--- src/rtl/kronos_mem_arbiter_pkg.sv ---
// Shared types for the kronos memory arbiter: port ownership and FSM state.
// Imported by kronos_mem_arbiter.
package kronos_mem_arbiter_pkg;

  typedef enum logic {
    INSTR = 1'b0,
    DATA  = 1'b1
  } arb_owner_e;

  typedef enum logic {
    IDLE   = 1'b0,
    ACCESS = 1'b1
  } arb_state_e;

endpackage

--- src/rtl/kronos_mem_arbiter.sv ---
// Shares one 1-cycle-latency single-port SRAM between fetch and LSU: issue in IDLE, gnt in ACCESS.
// Round-robin on contention; `define KRONOS_ARB_DATA_PRIORITY_EN makes DATA always win instead.
module kronos_mem_arbiter
  import kronos_mem_arbiter_pkg::*;
#(
  parameter int MEM_AW = 10
) (
  input  logic              clk,
  input  logic              rstz,
  input  logic [31:0]       instr_addr,
  input  logic              instr_req,
  output logic [31:0]       instr_data,
  output logic              instr_gnt,
  input  logic [31:0]       data_addr,
  input  logic              data_rd_req,
  input  logic              data_wr_req,
  input  logic [31:0]       data_wr_data,
  input  logic [3:0]        data_wr_mask,
  output logic [31:0]       data_rd_data,
  output logic              data_gnt,
  output logic [MEM_AW-1:0] mem_addr,
  output logic [31:0]       mem_wdata,
  output logic              mem_en,
  output logic              mem_wr_en,
  output logic [3:0]        mem_wr_mask,
  input  logic [31:0]       mem_rdata
);

  arb_state_e state_q, state_d;
  arb_owner_e owner_q, owner_d;
  arb_owner_e win;
  logic       instr_act, data_act;
`ifndef KRONOS_ARB_DATA_PRIORITY_EN
  arb_owner_e last_q, last_d;
`endif

  // No issue may reach the SRAM while reset is held.
  assign instr_act = instr_req & rstz;
  assign data_act  = (data_rd_req | data_wr_req) & rstz;

  always_comb begin
    state_d     = state_q;
    owner_d     = owner_q;
`ifndef KRONOS_ARB_DATA_PRIORITY_EN
    last_d      = last_q;
`endif
    win         = INSTR;
    instr_gnt   = 1'b0;
    data_gnt    = 1'b0;
    mem_en      = 1'b0;
    mem_wr_en   = 1'b0;
    mem_wr_mask = 4'b0000;
    mem_wdata   = 32'h0;
    mem_addr    = '0;

    if (instr_act && data_act) begin
`ifdef KRONOS_ARB_DATA_PRIORITY_EN
      win = DATA;
`else
      win = (last_q == DATA) ? INSTR : DATA;
`endif
    end else if (data_act) begin
      win = DATA;
    end

    if (state_q == ACCESS) begin
      instr_gnt = (owner_q == INSTR);
      data_gnt  = (owner_q == DATA);
      state_d   = IDLE;
    end else if (instr_act || data_act) begin
      mem_en  = 1'b1;
      owner_d = win;
`ifndef KRONOS_ARB_DATA_PRIORITY_EN
      last_d  = win;
`endif
      state_d = ACCESS;
      if (win == DATA) begin
        mem_addr = data_addr[2 +: MEM_AW];
        // A simultaneous read+write request is serviced as the write.
        if (data_wr_req) begin
          mem_wr_en   = 1'b1;
          mem_wdata   = data_wr_data;
          mem_wr_mask = data_wr_mask;
        end
      end else begin
        mem_addr = instr_addr[2 +: MEM_AW];
      end
    end
  end

  assign instr_data   = mem_rdata;
  assign data_rd_data = mem_rdata;

  logic unused_addr_bits;
  assign unused_addr_bits = ^{instr_addr[31:2+MEM_AW], instr_addr[1:0],
                              data_addr[31:2+MEM_AW], data_addr[1:0]};

  always_ff @(posedge clk or negedge rstz) begin
    if (!rstz) begin
      state_q <= IDLE;
      owner_q <= INSTR;
`ifndef KRONOS_ARB_DATA_PRIORITY_EN
      last_q  <= DATA;
`endif
    end else begin
      state_q <= state_d;
      owner_q <= owner_d;
`ifndef KRONOS_ARB_DATA_PRIORITY_EN
      last_q  <= last_d;
`endif
    end
  end

endmodule

--- config.mk ---
export PLATFORM = sky130hd
export DESIGN_NAME = kronos_mem_arbiter
export DESIGN_NICKNAME = d
export VERILOG_FILES = /design/src/rtl/kronos_mem_arbiter_pkg.sv /design/src/rtl/kronos_mem_arbiter.sv
export SDC_FILE = /design/constraint.sdc
export NUM_CORES = 1
export LEC_CHECK = 0
export BUFFER_PORTS_ARGS = -buffer_cell sky130_fd_sc_hd__buf_2
export CAP_MARGIN = 30
export CORE_AREA = 2 2 96 98
export DETAILED_ROUTE_END_ITERATION = 10
export DIE_AREA = 0 0 98 100
export GPL_ROUTABILITY_DRIVEN = 0
export PLACE_DENSITY = 0.5
export SKIP_LAST_GASP = 1
export SYNTH_ARGS = -nofsm -noshare
export SYNTH_HDL_FRONTEND = slang
export SYNTH_SLANG_ARGS = --single-unit
export TNS_END_PERCENT = 1
--- constraint.sdc ---
create_clock -name clk -period 3.43 [get_ports clk]
set_input_delay 0.686 -clock clk [delete_from_list [all_inputs] [get_ports clk]]
set_output_delay 0.686 -clock clk [all_outputs]
set_load 0.02 [all_outputs]
* After elaboration in Yosys (flattened, before gate mapping) *
Cells that the tools add are included.

word-level totals
  register bits = 3
  latch bits = 0
  memory bits (writable) = 0
  ROM bits = 0
  output and inout bits = 114
  logic and storage cells = 33
  memories = 0

operators by class
  add/subtract/negate cells = 0
  $mul = 0
  divide/modulo/power cells = 0
  order comparisons = 0
  equality and inequality tests = 0
  shift-type cells = 0
  multiplexer cells = 22
  bitwise gates (word level) = 5
  reduce and logical (&&, ||, !) cells = 3

operators with widths
  cell                 number
  $mux W32             4
  $mux W10             3
  $mux W4              4
  $mux W1              11
  $and A1 B1 Y1        2
  $not A1 Y1           2
  $reduce_and A2 Y1    1
  $logic_and A1 B1 Y1  1
  $logic_or A1 B1 Y1   1
  $or A1 B1 Y1         1

* Logic depth before layout (Yosys ltp) *
Gate-level depths: netlist (run 1).

  word-level depth = 7
  depth in mapped cells = 4
  mapped depth without buffers = 3

* Worst setup path before layout (run 1) *
OpenSTA, ideal clock, no wires.

  path type = input to output
  start = input rstz
  end = output mem_addr[0]
  data arrival time = 1.583 ns
  required time = 2.744 ns
  setup slack = 1.161 ns
  stages = 4
  cell sequence = inv_2 > or3_4 > buf_6 > a21oi_1

on the way
  longest elaborated chain between the ends = 6
  elaborated cells between the ends (all ways) = 9
  those cells by class = mux: 5; bitwise: 2; reduce/logical: 2

RTL lines
  what                                                   line                                                text
  from (decl)                                            kronos_mem_arbiter.sv:9                             input logic rstz,
  $and A1 B1 Y1, on equally long branches                kronos_mem_arbiter.sv:39, kronos_mem_arbiter.sv:38
  $mux W1 / $logic_and A1 B1 Y1 (equally long branches)  kronos_mem_arbiter.sv:62, kronos_mem_arbiter.sv:56
  $mux W1                                                kronos_mem_arbiter.sv:56                            if (instr_act && data_act) begin
  $mux W10                                               kronos_mem_arbiter.sv:77                            if (win == DATA) begin
  $mux W10 (*)                                           kronos_mem_arbiter.sv:70                            end else if (instr_act || data_act) begin
  $mux W10 (*)                                           kronos_mem_arbiter.sv:66                            if (state_q == ACCESS) begin
  to (decl)                                              kronos_mem_arbiter.sv:21                            output logic [MEM_AW-1:0] mem_addr,

Mark *: on every way between the ends. The rest lies on a longest branch, timed or not.

* Worst setup path in the final report (run 1) *
  start = input rstz
  end = output mem_addr[6]

Same word-level chain as after synthesis.

==> results of run 1 <==
## where the power goes
| part | switching, mW | leakage [nW] | internal (mW) |
|---|---|---|---|
| Combinational | 0.0959 | 0.689 | 0.0686 |
| Sequential | 0.00647 | 0.0350 | 0.0431 |
| Clock | 0.0223 | 0.0228 | 0.0791 |
## worst paths after layout
kind,slack (ns),startpoint,endpoint,depth (start not counted)
max reg2reg,2.25,state_q$_DFF_PN0_,owner_q$_DFFE_PN0P_,2
min reg2reg,0.50,last_q$_DFFE_PN1P_,last_q$_DFFE_PN1P_,1
max in group asynchronous,2.77,rstz,last_q$_DFFE_PN1P_,1
max,0.74,rstz,mem_addr[6],5
min in group clk,0.50,last_q$_DFFE_PN1P_,last_q$_DFFE_PN1P_,1
min,0.37,rstz,state_q$_DFF_PN0_,1
## per-layer routing
metal  track usage (%)  up-vias  part of all wire (%)
met4              3.53        0                   3.3
li1                  -      521                     -
met1              5.94      477                    32
met5                 0        -                     0
met3              1.67       25                    14
met2              13.5      102                    51
## final cells by class
class	instances	share of cell area, %
Timing Repair Buffer	112	43.8
Multi-Input combinational cell	77	35.5
Tap cell	111	10.7
Sequential cell	3	5.91
Clock buffer	4	3.48
Inverter	2	0.581
## kinds of logic after synthesis
logic type | Yosys count
buf+inv | 73
flops | 3
compound gates | 25
simple gates | 52
## sequential cells by signal (all words and copies together) (netlist names)
signal	count
last_q	1
owner_q	1
state_q	1
## placed cells by master, fill, tap and decap left out
master / count
a21oi_1: 10
inv_2: 1
clkbuf_8: 3
nand3_1: 10
inv_1: 1
o21ai_0: 10
buf_2: 110
clkbuf_1: 1
a21oi_2: 1
nor2b_1: 1
nor3_1: 1
a2bb2oi_1: 1
o2bb2ai_1: 3
dfrtp_1: 2
or3_4: 1
and2_1: 37
buf_4: 2
dfstp_2: 1
nand3b_1: 1
nand2_1: 1
## through the flow
step	setup slack, ns	cell area, sq um	hold slack (ns)
finish	0.744	1290	0.369
global route	0.574	1290	0.383
CTS	0.742	1290	0.365
detailed placement	0.746	1250	0.488
global placement	0.760	1250	0.484
floorplan	1.16	1060	0.390
## worst max-delay path: stages
cell and delay [ns]:
buf_2 0.29, inv_2 0.17, or3_4 0.51, a21oi_1 0.16, buf_2 0.18
==> impl_metrics.json, run 1 <==
{
  "synth_adder_area_share_pct": 0,
  "cellPowerDensity_nw_per_um2": 244,
  "ys.flop_type": "dfrtp_1",
  "path_clk_slew_ns": 0.03,
  "synth_most_common_cell": "buf_4",
  "area_growth_pct": 21.7,
  "synth_compound_area_share_pct": 13.5,
  "final_nets": 336,
  "fill_cells": 1037,
  "grt_pass1_wl_um": 5220,
  "worst_pin_slew_ns": 0.776,
  "n_antenna_cell": 0,
  "totalWireLength_um": 3550,
  "antenna_found_initial": 0,
  "outcome": "finished, final reports clean",
  "vias": 1125,
  "synthMuxAreaShare_pct": 0,
  "synth_edf_count": 0,
  "tritoncts": "yes",
  "htreeDepth": 1,
  "ys.warnings.count": 0,
  "start_util_pct": 11.9,
  "skew_ns": 0.00261,
  "die_w_um": 98,
  "maxSlewViolCount": 0,
  "fin_tns_setup_ns": 0,
  "yosysUniqueCellTypes": 20,
  "place_inst": 305,
  "grt_pass1_vias": 1128,
  "grt_max_degree": 38,
  "cts_buffers": 3,
  "core_sq_um": 8890,
  "layoutNonFillerInstCount": 309,
  "leakage_nw": 0.747,
  "grt_use_total_pct": 6.65,
  "synth_top_family_by_area": "buffers and inverters",
  "finalPower_uw": 315,
  "ys_seq_elements": 3,
  "synth_top_area_share_pct": 45.2,
  "rows": 35,
  "synth-simple-area-share_pct": 29.7,
  "hold_viol_final": 0,
  "synth_xor_area_share_pct": 0,
  "cts_max_path_buffers": 2,
  "dr.first_iter.drc_count": 16,
  "cp-start-kind": "primary input",
  "yosysTopAreaCell": "buf_4",
  "max-vdd-ir-drop_uv": 87.4,
  "synthCells": 153,
  "synthTopCellsByCount": "buf_4 (64), and2_1 (37), a21oi_1 (10), nand3_1 (10), o21ai_0 (10)",
  "synth.avg_cell_area_sq_um": 6.94,
  "firstDrtPassIters": 4,
  "timing.fmax_mhz": 372,
  "grt-ovfl-total": 0,
  "portBuffers": 110,
  "post-cts-setup-buffers": 0,
  "async_flop_share_pct": 100,
  "drc": 0,
  "cts-root-buf": "clkbuf_8",
  "die_y_um": 100,
  "ant_nets": 0,
  "ctsResizeCount": 0,
  "multi_input_area_sq_um": 459,
  "synth_area_leaders": "buf_4 (45%), and2_1 (22%), a21oi_1 (4.7%)",
  "postLayoutCoreUtil_pct": 14.5,
  "rsz0062_at_grt": "no",
  "cp_max_fo": 16,
  "critPathArrivalTime_ns": 2.00,
  "clk_latency_ns": 0.21,
  "finalSetupViolCount": 0,
  "period_minus_slack_ns": 2.69,
  "cts.sinks": 3,
  "seq_area_sq_um": 76.3,
  "criticalPathCategory": "in -> out",
  "die-area_sq_um": 9800,
  "synth.yosys.seq_area_share_pct": 7.18,
  "maxCapViolCount": 0,
  "syn-num-nets": 290,
  "drive_above_1_share_pct": 60.1,
  "slew_headroom_pct": 48.3,
  "io_pins": 251,
  "worstPathRequired_ns": 2.74,
  "cp-end-kind": "primary output",
  "holdBufCountCts": 0,
  "dpl.hpwl_um": 3130,
  "routedWlPerCell_um": 11.5,
  "viasPerCell": 3.64,
  "finalCritPeriodShare_pct": 78.3,
  "hold_class": "in -> async",
  "syn_area_sq_um": 1060
}
No activity file was read; power rests on OpenSTA's default activity.
==> inputs of run 2 (changes only) <==
ABC_AREA = 1   (was default)
PLACE_DENSITY = 0.54   (was 0.5)
clock period = 2.7 ns   (was 3.43 ns; I/O delays follow)
==> run 2 against run 1 <==
Against the previous run:
- via count rose by 28%
- core utilization rose by 2.9 points
- synthesized cell count rose by 47%
- highest routed layer unchanged
==> impl_metrics.json, run 2 <==
{
  "synth_top_area_share_pct": 35.4,
  "yosysTopAreaCell": "buf_4",
  "start_util_pct": 15.3,
  "ctsResizeCount": 0,
  "cts.sinks": 3,
  "grt-ovfl-total": 0,
  "antenna_found_initial": 0,
  "timing.fmax_mhz": 420,
  "cellPowerDensity_nw_per_um2": 288,
  "final_nets": 404,
  "path_clk_slew_ns": 0.03,
  "die_y_um": 100,
  "final_common_cell": "buf_2",
  "r2r-end": "owner_q$_DFFE_PN0P_",
  "layoutNonFillerInstCount": 377,
  "io_pins": 251,
  "criticalPathCategory": "in -> out",
  "synth_most_common_cell": "buf_4",
  "clk_latency_ns": 0.21,
  "cts_max_path_buffers": 2,
  "final_cell_mix": "buf_2 (110), nor2_1 (55), nand3_1 (25), inv_1 (19), nand2_1 (16)",
  "synth.yosys.seq_area_share_pct": 5.62,
  "rrSetupSlack_ns": 1.34,
  "core_sq_um": 8890,
  "ys.flop_type": "dfrtp_1",
  "grt_pass1_vias": 1242,
  "hold_class": "in -> async",
  "r2r_start": "last_q$_DFFE_PN1P_",
  "outcome": "finished, final reports clean",
  "critPathArrivalTime_ns": 1.84,
  "drive_above_1_share_pct": 51.1,
  "synth_edf_count": 0,
  "htreeDepth": 1,
  "worstPathRequired_ns": 2.16,
  "worst_pin_slew_ns": 0.638,
  "viasPerCell": 3.83,
  "maxSlewViolCount": 0,
  "cp-end-kind": "primary output",
  "grt_use_total_pct": 7.71,
  "maxCapViolCount": 0,
  "dpl.hpwl_um": 3400,
  "firstDrtPassIters": 4,
  "cp-start-kind": "primary input",
  "grt_max_degree": 36,
  "post-cts-setup-buffers": 0,
  "syn_area_sq_um": 1360,
  "fin_tns_setup_ns": 0,
  "drc": 0,
  "die_w_um": 98,
  "finalPower_uw": 445,
  "synth_area_leaders": "buf_4 (35%), nor2_1 (15%), nand3_1 (9.2%)",
  "leakage_nw": 0.941,
  "area_growth_pct": 13.9,
  "hold_viol_final": 0,
  "cts_buffers": 3,
  "die-area_sq_um": 9800,
  "dr.first_iter.drc_count": 27,
  "finalSetupViolCount": 0,
  "syn-num-nets": 362,
  "slew_headroom_pct": 57.5,
  "skew_ns": 0.000342,
  "vias": 1445,
  "yosysUniqueCellTypes": 19,
  "synthTopCellsByCount": "buf_4 (64), nor2_1 (55), nand3_1 (25)",
  "finalCritPeriodShare_pct": 88.3,
  "tritoncts": "yes",
  "routedWlPerCell_um": 11.0,
  "cp_max_fo": 24,
  "synthCells": 225,
  "grt_pass1_wl_um": 6200,
  "rsz0062_at_grt": "no",
  "synth.avg_cell_area_sq_um": 6.04,
  "period_minus_slack_ns": 2.38,
  "ff2ff_path_depth": 6,
  "totalWireLength_um": 4150,
  "ant_nets": 0,
  "portBuffers": 110,
  "holdBufCountCts": 0,
  "rows": 35,
  "place_inst": 373,
  "async_flop_share_pct": 100,
  "max-vdd-ir-drop_uv": 92.7,
  "cts-root-buf": "clkbuf_8",
  "ys_seq_elements": 3,
  "ys.warnings.count": 0,
  "n_antenna_cell": 0,
  "reg_top3": "last_q (1), owner_q (1), state_q (1)"
}
## run 2: cell types whose count changed in the layout (fill, tap and decap cells not counted), sizes merged, moves of 3 or more
cell and delta:
inv +18, nand4 +10, o2bb2ai -3, nand3 +25
buf +4, nor2 +59, nand2 +15, a21oi -10
and2 -37, o21ai -8
## run 2: layer usage
metal  global-route usage (%)  part of all wire [%]  up-vias
li1                         -                     -      715
met1                     8.34                    36      616
met2                     13.5                    49       91
met3                     1.81                    12       23
met4                     5.02                   3.6        0
met5                        0                     0        -
## run 2: final cells by class
class | count | area [sq um]
fillers | 1039 | 7340
multi-input cells | 123 | 617
repair buffers | 116 | 596
well taps | 111 | 139
flip-flops and latches | 3 | 76.3
inverters | 20 | 75.1
clock buffers | 4 | 45.0
## run 2: cells by family after synthesis
family,share of synthesized area [%]
AOI/OAI and AO/OA,1.38
buffers and inverters,49.0
DFF,5.62
and+or+nand+nor,44.0
## run 2: report_power, final
| part | internal [mW] | switching [mW] |
|---|---|---|
| combinational | 0.0932 | 0.165 |
| sequential | 0.0545 | 0.00465 |
| clock | 0.100 | 0.0275 |
## run 2: worst max path at each step
stage,from,endpoint,slack (ns)
6_report,rstz,mem_wdata[31],0.32
3_5_place_dp,rstz,mem_addr[8],0.27
3_3_place_gp,rstz,mem_addr[7],0.28
2_1_floorplan,instr_req,mem_wdata[10],0.76
4_1_cts,rstz,mem_addr[8],0.27
5_1_grt,rstz,mem_addr[4],0.10
## run 2: metrics by stage
step / area (sq um) / setup slack, ns / utilization, % / hold slack (ns)
2_1_floorplan: 1360 / 0.758 / - / 0.244
3_3_place_gp: 1500 / 0.281 / 16.9 / 0.428
3_5_place_dp: 1500 / 0.275 / 16.9 / 0.429
4_1_cts: 1550 / 0.266 / 17.4 / 0.203
5_1_grt: 1550 / 0.104 / 17.4 / 0.209
6_report: 1550 / 0.317 / 17.4 / 0.205
## run 2: critical path: stages
cell	delay, ns
buf_2	0.26
nand2_1	0.18
nor2_8	0.11
buf_4	0.29
nand3_1	0.17
nor2_1	0.12
buf_2	0.17
==> inputs of run 3 (changes only) <==
ABC_AREA = default   (was 1)
CORE_AREA = 2 2 98 100   (was 2 2 96 98)
DIE_AREA = 0 0 100 102   (was 0 0 98 100)
PLACE_DENSITY = 0.49   (was 0.54)
==> run 3 against run 2 <==
Against the previous run:
- core utilization shrank 3.1 points
- sequential power grew 6.1%
- first-iteration DRC count shrank 19%
- non-clock buffer count fell by 2
- count of clock-buffer cells in the layout is the same
- via count decreased by 21%
==> impl_metrics.json, run 3 (synthesized netlist as in run 1, its figures left out) <==
{
  "start_util_pct": 11.7,
  "path_clk_slew_ns": 0.03,
  "cp_slowest_cell": "or3_4",
  "ctsResizeCount": 0,
  "grt_pass1_vias": 995,
  "die_w_um": 100,
  "clk_latency_ns": 0.21,
  "drive_above_1_share_pct": 60.5,
  "cts_max_path_buffers": 2,
  "rsz0062_at_grt": "no",
  "cp_slowest_stage_delay_ns": 0.49,
  "period_minus_slack_ns": 2.15,
  "totalWireLength_um": 3590,
  "post-cts-setup-buffers": 0,
  "die-area_sq_um": 10200,
  "final_cell_mix": "buf_2 (110), and2_1 (37), nand3_1 (10), o21ai_0 (10), a21oi_1 (10)",
  "core_sq_um": 9110,
  "drc": 0,
  "vias": 1146,
  "worstPathRequired_ns": 2.16,
  "portBuffers": 110,
  "worst_pin_slew_ns": 0.285,
  "cellPowerDensity_nw_per_um2": 308,
  "place_ws_ns": 0.543,
  "grt_pass1_wl_um": 4730,
  "skew_ns": 0.00101,
  "crit_path_frequent_cell": "buf_2",
  "cp_cell_sequence": "buf_2, inv_2, or3_4, a21oi_1, buf_2",
  "n_antenna_cell": 0,
  "holdBufCountCts": 0,
  "final_nets": 338,
  "hold_viol_final": 0,
  "finalPower_uw": 403,
  "area_growth_pct": 23.1,
  "grt_max_degree": 38,
  "htreeDepth": 1,
  "firstDrtPassIters": 4,
  "cts-root-buf": "clkbuf_8",
  "cts_buffers": 3,
  "viasPerCell": 3.68,
  "cp-end-kind": "primary output",
  "grt-ovfl-total": 0,
  "dr.first_iter.drc_count": 22,
  "die_y_um": 102,
  "crit_family": "simple AND/OR/NAND/NOR gates",
  "io_pins": 251,
  "final_common_cell": "buf_2",
  "finalSetupViolCount": 0,
  "cp_max_fo": 13,
  "grt_use_total_pct": 5.98,
  "slew_headroom_pct": 81.0,
  "dpl.hpwl_um": 3040,
  "timing.fmax_mhz": 465,
  "ant_nets": 0,
  "leakage_nw": 0.757,
  "layout_setup_ws_ns": 0.551,
  "outcome": "finished, final reports clean",
  "maxCapViolCount": 0,
  "routedWlPerCell_um": 11.5,
  "maxSlewViolCount": 0,
  "fin_tns_setup_ns": 0,
  "finalCritPeriodShare_pct": 79.6,
  "crit_buf_inv": 3,
  "tritoncts": "yes",
  "criticalPathCategory": "in -> out",
  "critPathArrivalTime_ns": 1.61,
  "reg_top3": "last_q (1), owner_q (1), state_q (1)",
  "fill_cells": 1065,
  "antenna_found_initial": 0,
  "rows": 35,
  "cp-start-kind": "primary input",
  "place_inst": 307,
  "layoutNonFillerInstCount": 311,
  "cts.sinks": 3,
  "hold_class": "in -> async",
  "max-vdd-ir-drop_uv": 101,
  "postLayoutCoreUtil_pct": 14.4
}
run 3: stage by stage:
stage          hold WS (ns)  instance area, sq um
5_1_grt               0.322                  1310
2_1_floorplan         0.244                  1060
6_report              0.319                  1310
4_1_cts               0.317                  1310
3_5_place_dp          0.477                  1260
3_3_place_gp          0.474                  1260
run 3: worst reg2reg max path, delay by kind of cell (launching register included):
family | cells | cell delay [ns]
DFF | 1 | 0.41
and+or+nand+nor | 1 | 0.47
AOI/OAI and AO/OA | 1 | 0.16
run 3: per-layer routing:
metal,part of all wire [%],global-route usage (%),vias to the layer above
met3,14,1.64,26
met2,47,11.2,102
met5,0,0,-
met1,36,5.79,496
met4,3.6,3.79,0
li1,-,-,522
run 3: area by class of cell:
cell class / instances / area, sq um / share of cell area, %
Multi-Input combinational cell: 77 / 459 / 35.1
Tap cell: 111 / 139 / 10.6
Inverter: 2 / 7.51 / 0.574
Clock buffer: 4 / 45.0 / 3.44
Timing Repair Buffer: 114 / 581 / 44.4
Sequential cell: 3 / 76.3 / 5.84
run 3: path summary, 6_finish.rpt:
kind                                         from                  end  slack, ns  cells after the start
worst min register to register  state_q$_DFF_PN0_   last_q$_DFFE_PN1P_       0.49                      1
worst max register to register  state_q$_DFF_PN0_  owner_q$_DFFE_PN0P_       1.55                      2
min in group clk                state_q$_DFF_PN0_   last_q$_DFFE_PN1P_       0.49                      1
worst max-delay path                         rstz          mem_addr[7]       0.55                      5
max in group asynchronous                    rstz  owner_q$_DFFE_PN0P_       2.24                      2
worst min-delay path                         rstz   last_q$_DFFE_PN1P_       0.32                      1
run 3: where the power goes:
| group | internal (mW) | switching (mW) |
|---|---|---|
| logic | 0.0906 | 0.121 |
| clock network | 0.101 | 0.0286 |
| registers | 0.0547 | 0.00796 |
| total | 0.246 | 0.157 |
